<file path="config.mk">
export PLATFORM = sky130hd
export DESIGN_NAME = mem_arbiter_flat
export DESIGN_NICKNAME = d
export VERILOG_FILES = /design/src/rtl/mem_arbiter_if.sv /design/src/rtl/mem_arbiter.sv /design/src/flat_wrapper.sv
export SDC_FILE = /design/constraint.sdc
export NUM_CORES = 1
export LEC_CHECK = 0
export ABC_AREA = 1
export CORE_UTILIZATION = 40
export CTS_CLUSTER_SIZE = 16
export DETAILED_ROUTE_END_ITERATION = 6
export PLACE_DENSITY = 0.86
export SYNTH_ARGS = -nofsm -noshare
export SYNTH_HDL_FRONTEND = slang
export SYNTH_SLANG_ARGS = --single-unit
</file>
<file path="constraint.sdc">
create_clock -name clk -period 1.55 [get_ports clk]
set_clock_uncertainty 0.05 [all_clocks]
set_input_delay 0.155 -clock clk [delete_from_list [all_inputs] [get_ports clk]]
set_output_delay 0.155 -clock clk [all_outputs]
set_load 0.02 [all_outputs]
</file>
<file path="src/rtl/mem_arbiter_if.sv">
// Purpose: bundles the two requester ports, the memory port and the status outputs of mem_arbiter.
// Latency: none (wires only); all timing is defined by the arbiter that drives the slave side.
// Backpressure: requesters hold cs until their ack; the memory side completes with ram_ack.
// Ports: m0_*/m1_* requester buses, ram_* memory bus, grant owner vector, served0/served1 counters.
// Modports: slave = arbiter view, master = environment view (requesters plus memory).
interface mem_arbiter_if #(
   parameter int ADDR_WIDTH = 32,
   parameter int DATA_WIDTH = 32
);
   // requester 0
   logic                  m0_cs;
   logic                  m0_we;
   logic [ADDR_WIDTH-1:0] m0_addr;
   logic [DATA_WIDTH-1:0] m0_din;
   logic [DATA_WIDTH-1:0] m0_dout;
   logic                  m0_ack;
   // requester 1
   logic                  m1_cs;
   logic                  m1_we;
   logic [ADDR_WIDTH-1:0] m1_addr;
   logic [DATA_WIDTH-1:0] m1_din;
   logic [DATA_WIDTH-1:0] m1_dout;
   logic                  m1_ack;
   // memory
   logic                  ram_cs;
   logic                  ram_we;
   logic [ADDR_WIDTH-1:0] ram_addr;
   logic [DATA_WIDTH-1:0] ram_din;
   logic [DATA_WIDTH-1:0] ram_dout;
   logic                  ram_ack;
   // status
   logic [1:0]            grant;
   logic [7:0]            served0;
   logic [7:0]            served1;

   modport slave (
      input  m0_cs, m0_we, m0_addr, m0_din,
      output m0_dout, m0_ack,
      input  m1_cs, m1_we, m1_addr, m1_din,
      output m1_dout, m1_ack,
      output ram_cs, ram_we, ram_addr, ram_din,
      input  ram_dout, ram_ack,
      output grant, served0, served1
   );

   modport master (
      output m0_cs, m0_we, m0_addr, m0_din,
      input  m0_dout, m0_ack,
      output m1_cs, m1_we, m1_addr, m1_din,
      input  m1_dout, m1_ack,
      input  ram_cs, ram_we, ram_addr, ram_din,
      output ram_dout, ram_ack,
      input  grant, served0, served1
   );
endinterface

</file>
<file path="src/rtl/mem_arbiter.sv">
// Purpose: two-requester round-robin arbiter in front of a single memory port (IDLE/BUSY/RELEASE FSM).
// Latency: cs sampled in IDLE at edge T -> ram_cs from cycle T+1; ram_ack after D cycles -> ack in cycle T+2+D.
// Backpressure: requesters hold cs until ack; the memory stalls BUSY until ram_ack; one IDLE cycle between grants.
// Ports: clk, rst (sync, active-high); bus = mem_arbiter_if.slave carrying requester, memory and status signals.
module mem_arbiter #(
   parameter int ADDR_WIDTH = 32,
   parameter int DATA_WIDTH = 32
) (
   input  logic          clk,
   input  logic          rst,
   mem_arbiter_if.slave  bus
);

   typedef enum logic [1:0] {
      ST_IDLE    = 2'd0,
      ST_BUSY    = 2'd1,
      ST_RELEASE = 2'd2
   } state_t;

   state_t                r_state;
   logic                  r_owner;       // 0 = m0, 1 = m1
   logic                  r_last_grant;  // 0 = m0, 1 = m1
   logic [1:0]            r_grant;
   logic                  r_ram_cs;
   logic                  r_ram_we;
   logic [ADDR_WIDTH-1:0] r_ram_addr;
   logic [DATA_WIDTH-1:0] r_ram_din;
   logic [DATA_WIDTH-1:0] r_m0_dout;
   logic [DATA_WIDTH-1:0] r_m1_dout;
   logic                  r_m0_ack;
   logic                  r_m1_ack;
   logic [7:0]            r_served0;
   logic [7:0]            r_served1;

   logic                  w_req;
   logic                  w_pick_m1;

   assign w_req = bus.m0_cs | bus.m1_cs;
   // m1 wins when it is the only requester, or when both request and m0 was served last.
   assign w_pick_m1 = bus.m1_cs & (~bus.m0_cs | ~r_last_grant);

   always_ff @(posedge clk) begin
      if (rst) begin
         r_state      <= ST_IDLE;
         r_owner      <= 1'b0;
         r_last_grant <= 1'b1;   // so a simultaneous first request goes to m0
         r_grant      <= 2'b00;
         r_ram_cs     <= 1'b0;
         r_ram_we     <= 1'b0;
         r_ram_addr   <= '0;
         r_ram_din    <= '0;
         r_m0_dout    <= '0;
         r_m1_dout    <= '0;
         r_m0_ack     <= 1'b0;
         r_m1_ack     <= 1'b0;
         r_served0    <= 8'd0;
         r_served1    <= 8'd0;
      end else begin
         case (r_state)
            ST_IDLE: begin
               if (w_req) begin
                  // Request is latched here so the memory bus is immune to requester changes in BUSY.
                  r_owner    <= w_pick_m1;
                  r_grant    <= w_pick_m1 ? 2'b10 : 2'b01;
                  r_ram_cs   <= 1'b1;
                  r_ram_we   <= w_pick_m1 ? bus.m1_we   : bus.m0_we;
                  r_ram_addr <= w_pick_m1 ? bus.m1_addr : bus.m0_addr;
                  r_ram_din  <= w_pick_m1 ? bus.m1_din  : bus.m0_din;
                  r_state    <= ST_BUSY;
               end
            end
            ST_BUSY: begin
               if (bus.ram_ack) begin
                  r_ram_cs     <= 1'b0;
                  r_last_grant <= r_owner;
                  r_state      <= ST_RELEASE;
                  if (r_owner) begin
                     r_m1_ack  <= 1'b1;
                     r_served1 <= r_served1 + 8'd1;
                     if (!r_ram_we) begin
                        r_m1_dout <= bus.ram_dout;
                     end
                  end else begin
                     r_m0_ack  <= 1'b1;
                     r_served0 <= r_served0 + 8'd1;
                     if (!r_ram_we) begin
                        r_m0_dout <= bus.ram_dout;
                     end
                  end
               end
            end
            ST_RELEASE: begin
               // Ack lasts exactly this one cycle; grant is held until now so the owner stays visible.
               r_m0_ack <= 1'b0;
               r_m1_ack <= 1'b0;
               r_grant  <= 2'b00;
               r_state  <= ST_IDLE;
            end
            default: begin
               r_state <= ST_IDLE;
            end
         endcase
      end
   end

   assign bus.ram_cs   = r_ram_cs;
   assign bus.ram_we   = r_ram_we;
   assign bus.ram_addr = r_ram_addr;
   assign bus.ram_din  = r_ram_din;
   assign bus.m0_dout  = r_m0_dout;
   assign bus.m1_dout  = r_m1_dout;
   assign bus.m0_ack   = r_m0_ack;
   assign bus.m1_ack   = r_m1_ack;
   assign bus.grant    = r_grant;
   assign bus.served0  = r_served0;
   assign bus.served1  = r_served1;

endmodule

</file>
<file path="src/flat_wrapper.sv">
// flat-port wrapper written by rule: the top's interface ports become plain ports
module mem_arbiter_flat 
#(
   parameter int ADDR_WIDTH = 32,
   parameter int DATA_WIDTH = 32
)
  (clk, rst, bus_m0_cs, bus_m0_we, bus_m0_addr, bus_m0_din, bus_m0_dout, bus_m0_ack, bus_m1_cs, bus_m1_we, bus_m1_addr, bus_m1_din, bus_m1_dout, bus_m1_ack, bus_ram_cs, bus_ram_we, bus_ram_addr, bus_ram_din, bus_ram_dout, bus_ram_ack, bus_grant, bus_served0, bus_served1);
  mem_arbiter_if #(.ADDR_WIDTH(ADDR_WIDTH), .DATA_WIDTH(DATA_WIDTH)) bus_i ();
  input  logic clk;
  input  logic rst;
  input wire logic [$bits(bus_i.m0_cs)-1:0] bus_m0_cs;
  input wire logic [$bits(bus_i.m0_we)-1:0] bus_m0_we;
  input wire logic [$bits(bus_i.m0_addr)-1:0] bus_m0_addr;
  input wire logic [$bits(bus_i.m0_din)-1:0] bus_m0_din;
  output wire logic [$bits(bus_i.m0_dout)-1:0] bus_m0_dout;
  output wire logic [$bits(bus_i.m0_ack)-1:0] bus_m0_ack;
  input wire logic [$bits(bus_i.m1_cs)-1:0] bus_m1_cs;
  input wire logic [$bits(bus_i.m1_we)-1:0] bus_m1_we;
  input wire logic [$bits(bus_i.m1_addr)-1:0] bus_m1_addr;
  input wire logic [$bits(bus_i.m1_din)-1:0] bus_m1_din;
  output wire logic [$bits(bus_i.m1_dout)-1:0] bus_m1_dout;
  output wire logic [$bits(bus_i.m1_ack)-1:0] bus_m1_ack;
  output wire logic [$bits(bus_i.ram_cs)-1:0] bus_ram_cs;
  output wire logic [$bits(bus_i.ram_we)-1:0] bus_ram_we;
  output wire logic [$bits(bus_i.ram_addr)-1:0] bus_ram_addr;
  output wire logic [$bits(bus_i.ram_din)-1:0] bus_ram_din;
  input wire logic [$bits(bus_i.ram_dout)-1:0] bus_ram_dout;
  input wire logic [$bits(bus_i.ram_ack)-1:0] bus_ram_ack;
  output wire logic [$bits(bus_i.grant)-1:0] bus_grant;
  output wire logic [$bits(bus_i.served0)-1:0] bus_served0;
  output wire logic [$bits(bus_i.served1)-1:0] bus_served1;
  assign bus_i.m0_cs = bus_m0_cs;
  assign bus_i.m0_we = bus_m0_we;
  assign bus_i.m0_addr = bus_m0_addr;
  assign bus_i.m0_din = bus_m0_din;
  assign bus_m0_dout = bus_i.m0_dout;
  assign bus_m0_ack = bus_i.m0_ack;
  assign bus_i.m1_cs = bus_m1_cs;
  assign bus_i.m1_we = bus_m1_we;
  assign bus_i.m1_addr = bus_m1_addr;
  assign bus_i.m1_din = bus_m1_din;
  assign bus_m1_dout = bus_i.m1_dout;
  assign bus_m1_ack = bus_i.m1_ack;
  assign bus_ram_cs = bus_i.ram_cs;
  assign bus_ram_we = bus_i.ram_we;
  assign bus_ram_addr = bus_i.ram_addr;
  assign bus_ram_din = bus_i.ram_din;
  assign bus_i.ram_dout = bus_ram_dout;
  assign bus_i.ram_ack = bus_ram_ack;
  assign bus_grant = bus_i.grant;
  assign bus_served0 = bus_i.served0;
  assign bus_served1 = bus_i.served1;
  mem_arbiter #(.ADDR_WIDTH(ADDR_WIDTH), .DATA_WIDTH(DATA_WIDTH)) u_core (.clk(clk), .rst(rst), .bus(bus_i));
endmodule
</file>
---- Yosys cells after proc, flatten, opt, wreduce, memory -nomap -nowiden ----
Index checks and enable logic that the tools add are counted.
operators by class
  bitwise operators ....................... 7
  reductions and logical operators ........ 15
  eq/ne operators ......................... 6
  mux-type cells .......................... 18
  $add $sub $neg .......................... 2
operators by type and width
  cell                                                  count
  2-to-1 mux 32 bit                                     2
  adder 8 x 1 -> 8 bit (second input constant)          2
  AND reduction 3 bit                                   5
  2-to-1 mux 2 bit                                      4
  one-hot mux 2 bit (2 select lines)                    2
  AND reduction 2 bit                                   4
  AND reduction 4 bit                                   2
  2-to-1 mux 1 bit                                      7
  one-hot mux 1 bit (2 select lines)                    3
  nonzero test 2 bit                                    3
  != test 2 x 1 -> 1 bit (second input constant)        2
  != test 2 bit (second input constant)                 2
  NOT 1 bit                                             4
  equality test 2 x 1 -> 1 bit (second input constant)  1
  equality test 2 bit (second input constant)           1
  logical NOT 2 bit                                     1
  bitwise OR 1 bit                                      2
  bitwise AND 1 bit                                     1
word-level totals
  flip-flop bits (word level) ............. 154
  logic and storage cells ................. 62

---- Logic depth before layout (Yosys ltp) ----
Gate-level depths: netlist of the first run.
  depth in word-level cells ............... 6
  gate-level depth with buffers ........... 8
  depth with buffers taken out ............ 8

---- Worst setup path after synthesis of the first run ----
Ideal clock, no wire load.
  kind .................................... register to register
  start ................................... register u_core.r_state[1]
  end ..................................... register u_core.r_m1_dout[29], in the netlist u_core.bus.m1_dout[29]
  library setup time ...................... 0.113 ns
  arrival time ............................ 1.163 ns
  period minus slack after synthesis ...... 1.326 ns
  stages on the path, launching flop included .. 8
  path slack .............................. 0.224 ns
  path through ............................ dfxtp_1 -> inv_1 -> nand3_2 -> nor3_4 -> buf_6 -> nand2_1 -> nand2_1 -> nor2_1
between the ends
  word-level cells in the longest chain between the ends .. 2
RTL lines
  element                               line               RTL
  start, declared                       mem_arbiter.sv:20  state_t r_state;
  start signal, assigned                mem_arbiter.sv:44  r_state <= ST_IDLE;
  start signal, assigned                mem_arbiter.sv:69  r_state <= ST_BUSY;
  start signal, assigned                mem_arbiter.sv:76  r_state <= ST_RELEASE;
  equality test 2 x 1 -> 1 bit          mem_arbiter.sv:59  case (r_state)
  AND reduction 4 bit (no source line)  -
  end signal, assigned                  mem_arbiter.sv:81  r_m1_dout <= bus.ram_dout;
  end, declared                         mem_arbiter.sv:29  logic [DATA_WIDTH-1:0] r_m1_dout;
No other way between the ends.
A chain may end at the register's enable or synchronous reset.

---- Worst setup path after layout of the first run ----
  start ................................... register u_core.r_state[1]
  end ..................................... register u_core.r_ram_addr[1], in the netlist u_core.bus.ram_addr[1]
between the ends
  word-level cells in the longest chain between the ends .. 2
RTL lines
  element                               line               RTL
  logical NOT 2 bit                     mem_arbiter.sv:59
  AND reduction 2 bit (no source line)  -
  end signal, assigned                  mem_arbiter.sv:67  r_ram_addr <= w_pick_m1 ? bus.m1_addr : bus.m0_addr;
  end, declared                         mem_arbiter.sv:26  logic [ADDR_WIDTH-1:0] r_ram_addr;
No other way between the ends.

==> results of run 1 <==
==> kinds of logic (layout without fill, tap and decap cells) <==
logic type | after synthesis | after routing
flip-flops | 154 | 154
AND/OR/NAND/NOR | 467 | 467
adder cells (fa/ha/maj) | 2 | 2
AO/OA/AOI/OAI | 191 | 191
buffers and inverters | 110 | 434
==> cell usage in the layout (no fill, tap or decap), types with 19 or more instances in the layout <==
cell	count
a21oi_1	81
buf_4	19
clkbuf_16	19
clkdlybuf4s50_1	166
dfxtp_1	154
dlygate4sd2_1	150
inv_1	48
nand2_1	224
nor2_1	219
o21ai_0	106
==> tightest hold or removal path: stages <==
cell and delay (ns):
clkdlybuf4s50_1 0.39, a21oi_1 0.12, nor2_1 0.04
==> power by group through the flow <==
stage	clock [mW]	combinational, mW	sequential, mW
5_1_grt	4.13	2.63	4.44
6_report	3.89	2.42	4.41
2_1_floorplan	0	0.816	4.86
3_3_place_gp	0	2.52	4.50
4_1_cts	3.95	2.37	4.41
3_5_place_dp	0	2.56	4.51
==> cell type report <==
class	count	area (sq um)
well taps	211	264
fillers	1289	5000
repair buffers	351	3460
multi-input cells	660	2810
flip-flops and latches	154	3080
inverters	52	196
clock buffers	21	460
clock inverters	10	95.1
==> timing repair <==
action                     4_1_cts  5_1_grt
hold endpoints to repair         0        0
buffers inserted                 0        0
gates resized for setup        150        6
cloned                           0        2
setup endpoints to repair      150       36
==> synthesized netlist by cell type <==
cell	n
nor2_1	220
nor3_4	1
or2_2	1
clkbuf_1	19
a31oi_1	1
nor2_2	2
buf_1	7
nand2_1	225
nand4_1	1
a21oi_1	84
inv_1	50
buf_6	6
dfxtp_1	154
ha_1	2
nand3_1	14
o21ai_0	106
inv_2	2
nand3_2	1
buf_2	26
nor3_1	2
==> worst paths after layout <==
| kind | start | end | slack, ns | cells after the start |
|---|---|---|---|---|
| min | bus_m1_addr[24] | u_core.bus.ram_addr[24] | 0.29 | 3 |
| max | u_core.r_state[1] | u_core.bus.ram_addr[1] | 0.07 | 8 |
| max reg2reg | u_core.r_state[1] | u_core.bus.ram_addr[1] | 0.07 | 8 |
| min reg2reg | u_core.bus.ram_cs | u_core.bus.ram_cs | 0.41 | 2 |
==> per-layer routing <==
metal | vias up | track usage [%]
met4 | 0 | 13.2
met1 | 3105 | 26.6
met3 | 41 | 6.68
met5 | - | 0
li1 | 3533 | -
met2 | 288 | 42.6
==> per-stage QoR <==
stage / area, sq um / setup TNS (ns) / std cells / worst slack (ns) / power [mW]
5_1_grt: 10400 / 0 / 1459 / 0.000710 / 11.2
3_5_place_dp: 9920 / -12.05 / 1426 / -0.138 / 7.06
4_1_cts: 10300 / 0 / 1457 / 0.0498 / 10.7
6_report: 10400 / 0 / 1459 / 0.0728 / 10.7
3_3_place_gp: 9920 / -8.31 / 1426 / -0.112 / 7.02
2_1_floorplan: 6360 / 0 / 924 / 0.224 / 5.67
==> flip-flops by register name (all words and copies together), names as in the netlist <==
register and count:
u_core.bus.ram_cs 1, u_core.bus.served1 8, u_core.bus.m1_dout 32, u_core.r_last_grant 1, u_core.bus.ram_din 32, u_core.r_state 2, u_core.bus.m0_ack 1, u_core.bus.ram_addr 32
u_core.bus.m0_dout 32, u_core.bus.served0 8, u_core.bus.ram_we 1, u_core.bus.grant 2, u_core.r_owner 1, u_core.bus.m1_ack 1
==> metrics.txt, run 1 <==
data required time at the worst endpoint=approximately 1.8 ns; Mapped Cells=roughly 900; full die area=16400 sq um; sequential group share of total power=between 40% and 50%; fin crit share=95.3%; largest family of logic cells by synthesized area=simple AND/OR/NAND/NOR gates; Die Span X=between 100 and 150 um; max-cap violations=0; WL/cell=about 14 um; post-route met1 wirelength=7860 um; Synth Area in XOR/XNOR=0%; clock share of power=36.3%; Initial Util=41.4%; cts bufs inserted=17; root buffer cell=clkbuf_16; Max stage delay on crit path=0.34 ns; clock buffer depth=2; post-synthesis register bit count=approximately 150; # nets final=1405; Synth Area in Compound Gates=between 15 and 20%; Worst-path clk slew=roughly 0.060 ns; DP Wirelength=14600 um; RSZ-0062 raised after global routing=yes; top cell type's share of synthesized area=about 48%; Arr. time, crit path=1.72 ns; Critical Path Slowest Stage Cell=dfxtp_1; worst-skew pair later-pin latency=around 0.41 ns; status=completed; Synth Warn #=0; synthesized cell area=roughly 6400 sq um; buffers plus inverters on the worst setup path=3; Hold Crit Class=in2reg; Psw=3.05 mW; mux contribution to synthesized area=0%; DRC Markers=0; Netlist cell types=20; PwrDens=1030 nW/um^2; internal power=7.67 mW; Mapped Nets=1093; vias per cell=4.78; Max Slew Vio Count=0; core area=15400 sq um; Post-CTS Hold Buffers=0; cells along the critical path=nor2_2 -> inv_1 -> nor2_4 -> buf_12 -> buf_4 -> nand2_1 -> a21oi_1 -> nor2_1; layout cells sized above 1=6.25%; Initial DRC Count=322; first-pass GRT wire length=31100 um; Max Fanout on Critical Path=16; Hold Fails Final Rpt=0; diode count=0; Worst VDD drop=0.700 mV; Final setup viols=0; Worst path top cell family by delay=buffers and inverters; Die Y=128 um; post-layout utilization of the core=around two thirds; Remaining Overflow, GRT=0; max layer used=met4; Syn Area/Cell=approximately 6.9 sq um; vias in the first global route=about 6400; H-tree level count=4; Routed Wire Length=20000 um; IO Count=about 320; Post-Synth Simple-Gate Area=28.3%; Area Growth Syn to Fin=63.1%; Worst setup SP type=flop; port buffer count=316; pin count of the biggest net entering global routing=76; antenna violations before repair=0; Crit. End Element=flop; RePlAce Congestion=0.825; fmax=0.677 GHz; Met2 Routed Length=9930 um; Worst Setup Path Type=reg2reg; Leak=~5 nW; CTS Sinks=approximately 150; Final Critical Period=1.48 ns; Final ANT Viol Nets=0; Rows=45; via count=approximately 7000; final hold slack=0.291 ns; sw frac=~28%; DRT Pass-1 Iters=5; Seq/Total Area, Yosys=48.5%; Logic pwr share=22.6%; TritonCTS clock tree=built; Met3 Wirelength=1490 um; worst relative slew slack=80.0%; fraction of the mapped netlist area in adder cells=less than 1%; GR Util All Layers=24.3%; Synth area leader=dfxtp_1; Worst Tran Pin Value=0.301 ns; synth top area cells=dfxtp_1 (48%), nand2_1 (13%), nor2_1 (13%), o21ai_0 (8.3%), a21oi_1 (6.6%)
Power figures use the tool's default switching activity.
==> run 2, diff against run 1 <==
--- a/config.mk
+++ b/config.mk
@@ -10,6 +10,8 @@
 export CTS_CLUSTER_SIZE = 16
 export DETAILED_ROUTE_END_ITERATION = 6
 export PLACE_DENSITY = 0.86
+export RECOVER_POWER = 100
+export SKIP_CTS_REPAIR_TIMING = 1
 export SYNTH_ARGS = -nofsm -noshare
 export SYNTH_HDL_FRONTEND = slang
 export SYNTH_SLANG_ARGS = --single-unit
==> run 2 against run 1 <==
  * Utilization is 3.6 points higher
  * Worst setup slack improved by 0.0030 ns
  * Flip-flop and latch count stayed put
  * Via count rose by 2.0%
  * Critical path type unchanged
  * Largest cell class unchanged
  * Largest power group unchanged
==> metrics.txt, run 2 (synthesis gave the netlist of run 1 again) <==
vias in the first global route=6369 (was 6382); Remaining Overflow, GRT=0 (unchanged); Worst Tran Pin Value=0.318 ns (was 0.301 ns); Final ANT Viol Nets=0 (unchanged); IO Count=317 (unchanged); diode count=0 (unchanged); final non-filler cell total=1459 (unchanged); max-cap violations=0 (unchanged); fmax=0.678 GHz (was 0.677 GHz); commonest cells after routing, fill and taps aside=nand2_1 (224), nor2_1 (219), clkdlybuf4s50_1 (166) (unchanged); RSZ-0062 raised after global routing=yes (unchanged); cts bufs inserted=17 (unchanged); Leak=6.86 nW (was 5.00 nW); Hold Fails Final Rpt=0 (unchanged); first-pass GRT wire length=31000 um (was 31100 um); pin count of the biggest net entering global routing=76 (unchanged); Final setup viols=0 (unchanged); antenna violations before repair=0 (unchanged); Die Y=128 um (unchanged); Initial DRC Count=356 (was 322); via count=7109 (was 6967); # nets final=1405 (unchanged); layout cells sized above 1=6.09% (was 6.25%); PwrDens=998 nW/um^2 (was 1030 nW/um^2); DP Wirelength=14600 um (unchanged); WL/cell=14.6 um (was 13.7 um); clock buffer depth=2 (unchanged); RePlAce Congestion=0.825 (unchanged); GR Util All Layers=24.2% (was 24.3%); Setup TNS=0 ns (unchanged); placed cells=1426 (unchanged); vias per cell=4.87 (was 4.78); final hold slack=0.287 ns (was 0.291 ns); Critical Path Slowest Stage Cell=dfxtp_1 (unchanged); TritonCTS clock tree=built (unchanged); Worst VDD drop=0.708 mV (was 0.700 mV); data required time at the worst endpoint=1.80 ns (about the same); Arr. time, crit path=1.72 ns (about the same); DRT Pass-1 Iters=6 (was 5); Max Slew Vio Count=0 (unchanged); Max Fanout on Critical Path=16 (unchanged); Worst-path clk slew=0.06 ns (about the same); Routed Wire Length=21300 um (was 20000 um); Initial Util=41.4% (unchanged); Die Span X=128 um (unchanged); Max stage delay on crit path=0.34 ns (about the same); Final Critical Period=1.47 ns (was 1.48 ns); cells along the critical path=nor2_2 -> inv_1 -> nor2_4 -> buf_12 -> buf_4 -> nand2_1 -> a21oi_1 -> nor2_1 (unchanged); status=completed (unchanged); Worst setup SP type=flop (unchanged); worst relative slew slack=78.7% (was 80.0%); core area=15400 sq um (unchanged); CTS Sinks=154 (unchanged); Hold Crit Class=in2reg (unchanged); root buffer cell=clkbuf_16 (unchanged); full die area=16400 sq um (unchanged); Total Power=10.9 mW (was 10.7 mW); Crit. End Element=flop (unchanged); fin crit share=95.1% (was 95.3%); Worst Setup Path Type=reg2reg (unchanged); port buffer count=316 (unchanged); Area Growth Syn to Fin=71.8% (was 63.1%); most common cell after layout, fill and taps aside=nand2_1 (unchanged); worst-skew pair later-pin latency=0.41 ns (about the same); DRC Markers=0 (unchanged); Rows=45 (unchanged); H-tree level count=4 (unchanged)
-- run 2: final cells by class --
class                      count  area, sq um
fill                        1112         4450
timing repair buffer         351         4020
sequential                   154         3080
multi-input combinational    660         2800
clock buffer                  21          460
tap                          211          264
inverter                      52          196
clock inverter                10         95.1
-- run 2: power by group --
| part | internal (mW) | total, mW | switching (mW) | leakage [nW] |
|---|---|---|---|---|
| clock | 2.29 | 3.90 | 1.61 | 0.258 |
| combinational | 1.27 | 2.59 | 1.32 | 5.34 |
| sequential | 4.27 | 4.42 | 0.150 | 1.26 |
-- run 2: worst paths after layout --
kind                                        start                      end  slack, ns  cells after the start
worst min register to register  u_core.bus.ram_cs        u_core.bus.ram_cs       0.41                      2
worst max register to register  u_core.r_state[1]   u_core.bus.ram_addr[1]       0.08                      8
worst max-delay path            u_core.r_state[1]   u_core.bus.ram_addr[1]       0.08                      8
worst min-delay path              bus_m1_addr[24]  u_core.bus.ram_addr[24]       0.29                      3
-- run 2: stage by stage --
step                cell area (sq um)  utilization, %  setup slack (ns)
floorplan                        6360               -             0.224
global placement                 9920            64.5            -0.112
detailed placement               9920            64.5            -0.138
CTS                             10500            68.2            -0.178
global route                    10900            71.1           -0.0453
finish                          10900            71.1            0.0759
-- run 2: critical path, delay by kind of cell, from the launching register on --
kind / cells / cell delay [ns]
AOI/OAI and AO/OA: 1 / 0.13
buffers and inverters: 3 / 0.46
DFF: 1 / 0.34
and+or+nand+nor: 4 / 0.38
-- run 2: layer usage --
metal / GRT usage (%) / vias to the layer above / wire length, um
li1: - / 3538 / -
met4: 13.0 / 0 / 856
met5: 0 / - / 0
met1: 26.7 / 3189 / 8140
met3: 6.51 / 53 / 1600
met2: 42.6 / 329 / 10700
==> run 3, diff against run 2 <==
--- a/config.mk
+++ b/config.mk
@@ -10,7 +10,7 @@
 export CTS_CLUSTER_SIZE = 16
 export DETAILED_ROUTE_END_ITERATION = 6
 export PLACE_DENSITY = 0.86
-export RECOVER_POWER = 100
+export RECOVER_POWER = 50
 export SKIP_CTS_REPAIR_TIMING = 1
 export SYNTH_ARGS = -nofsm -noshare
 export SYNTH_HDL_FRONTEND = slang
==> results of run 3 <==
No change in the layout: final DEF, timing and power equal those of run 2.
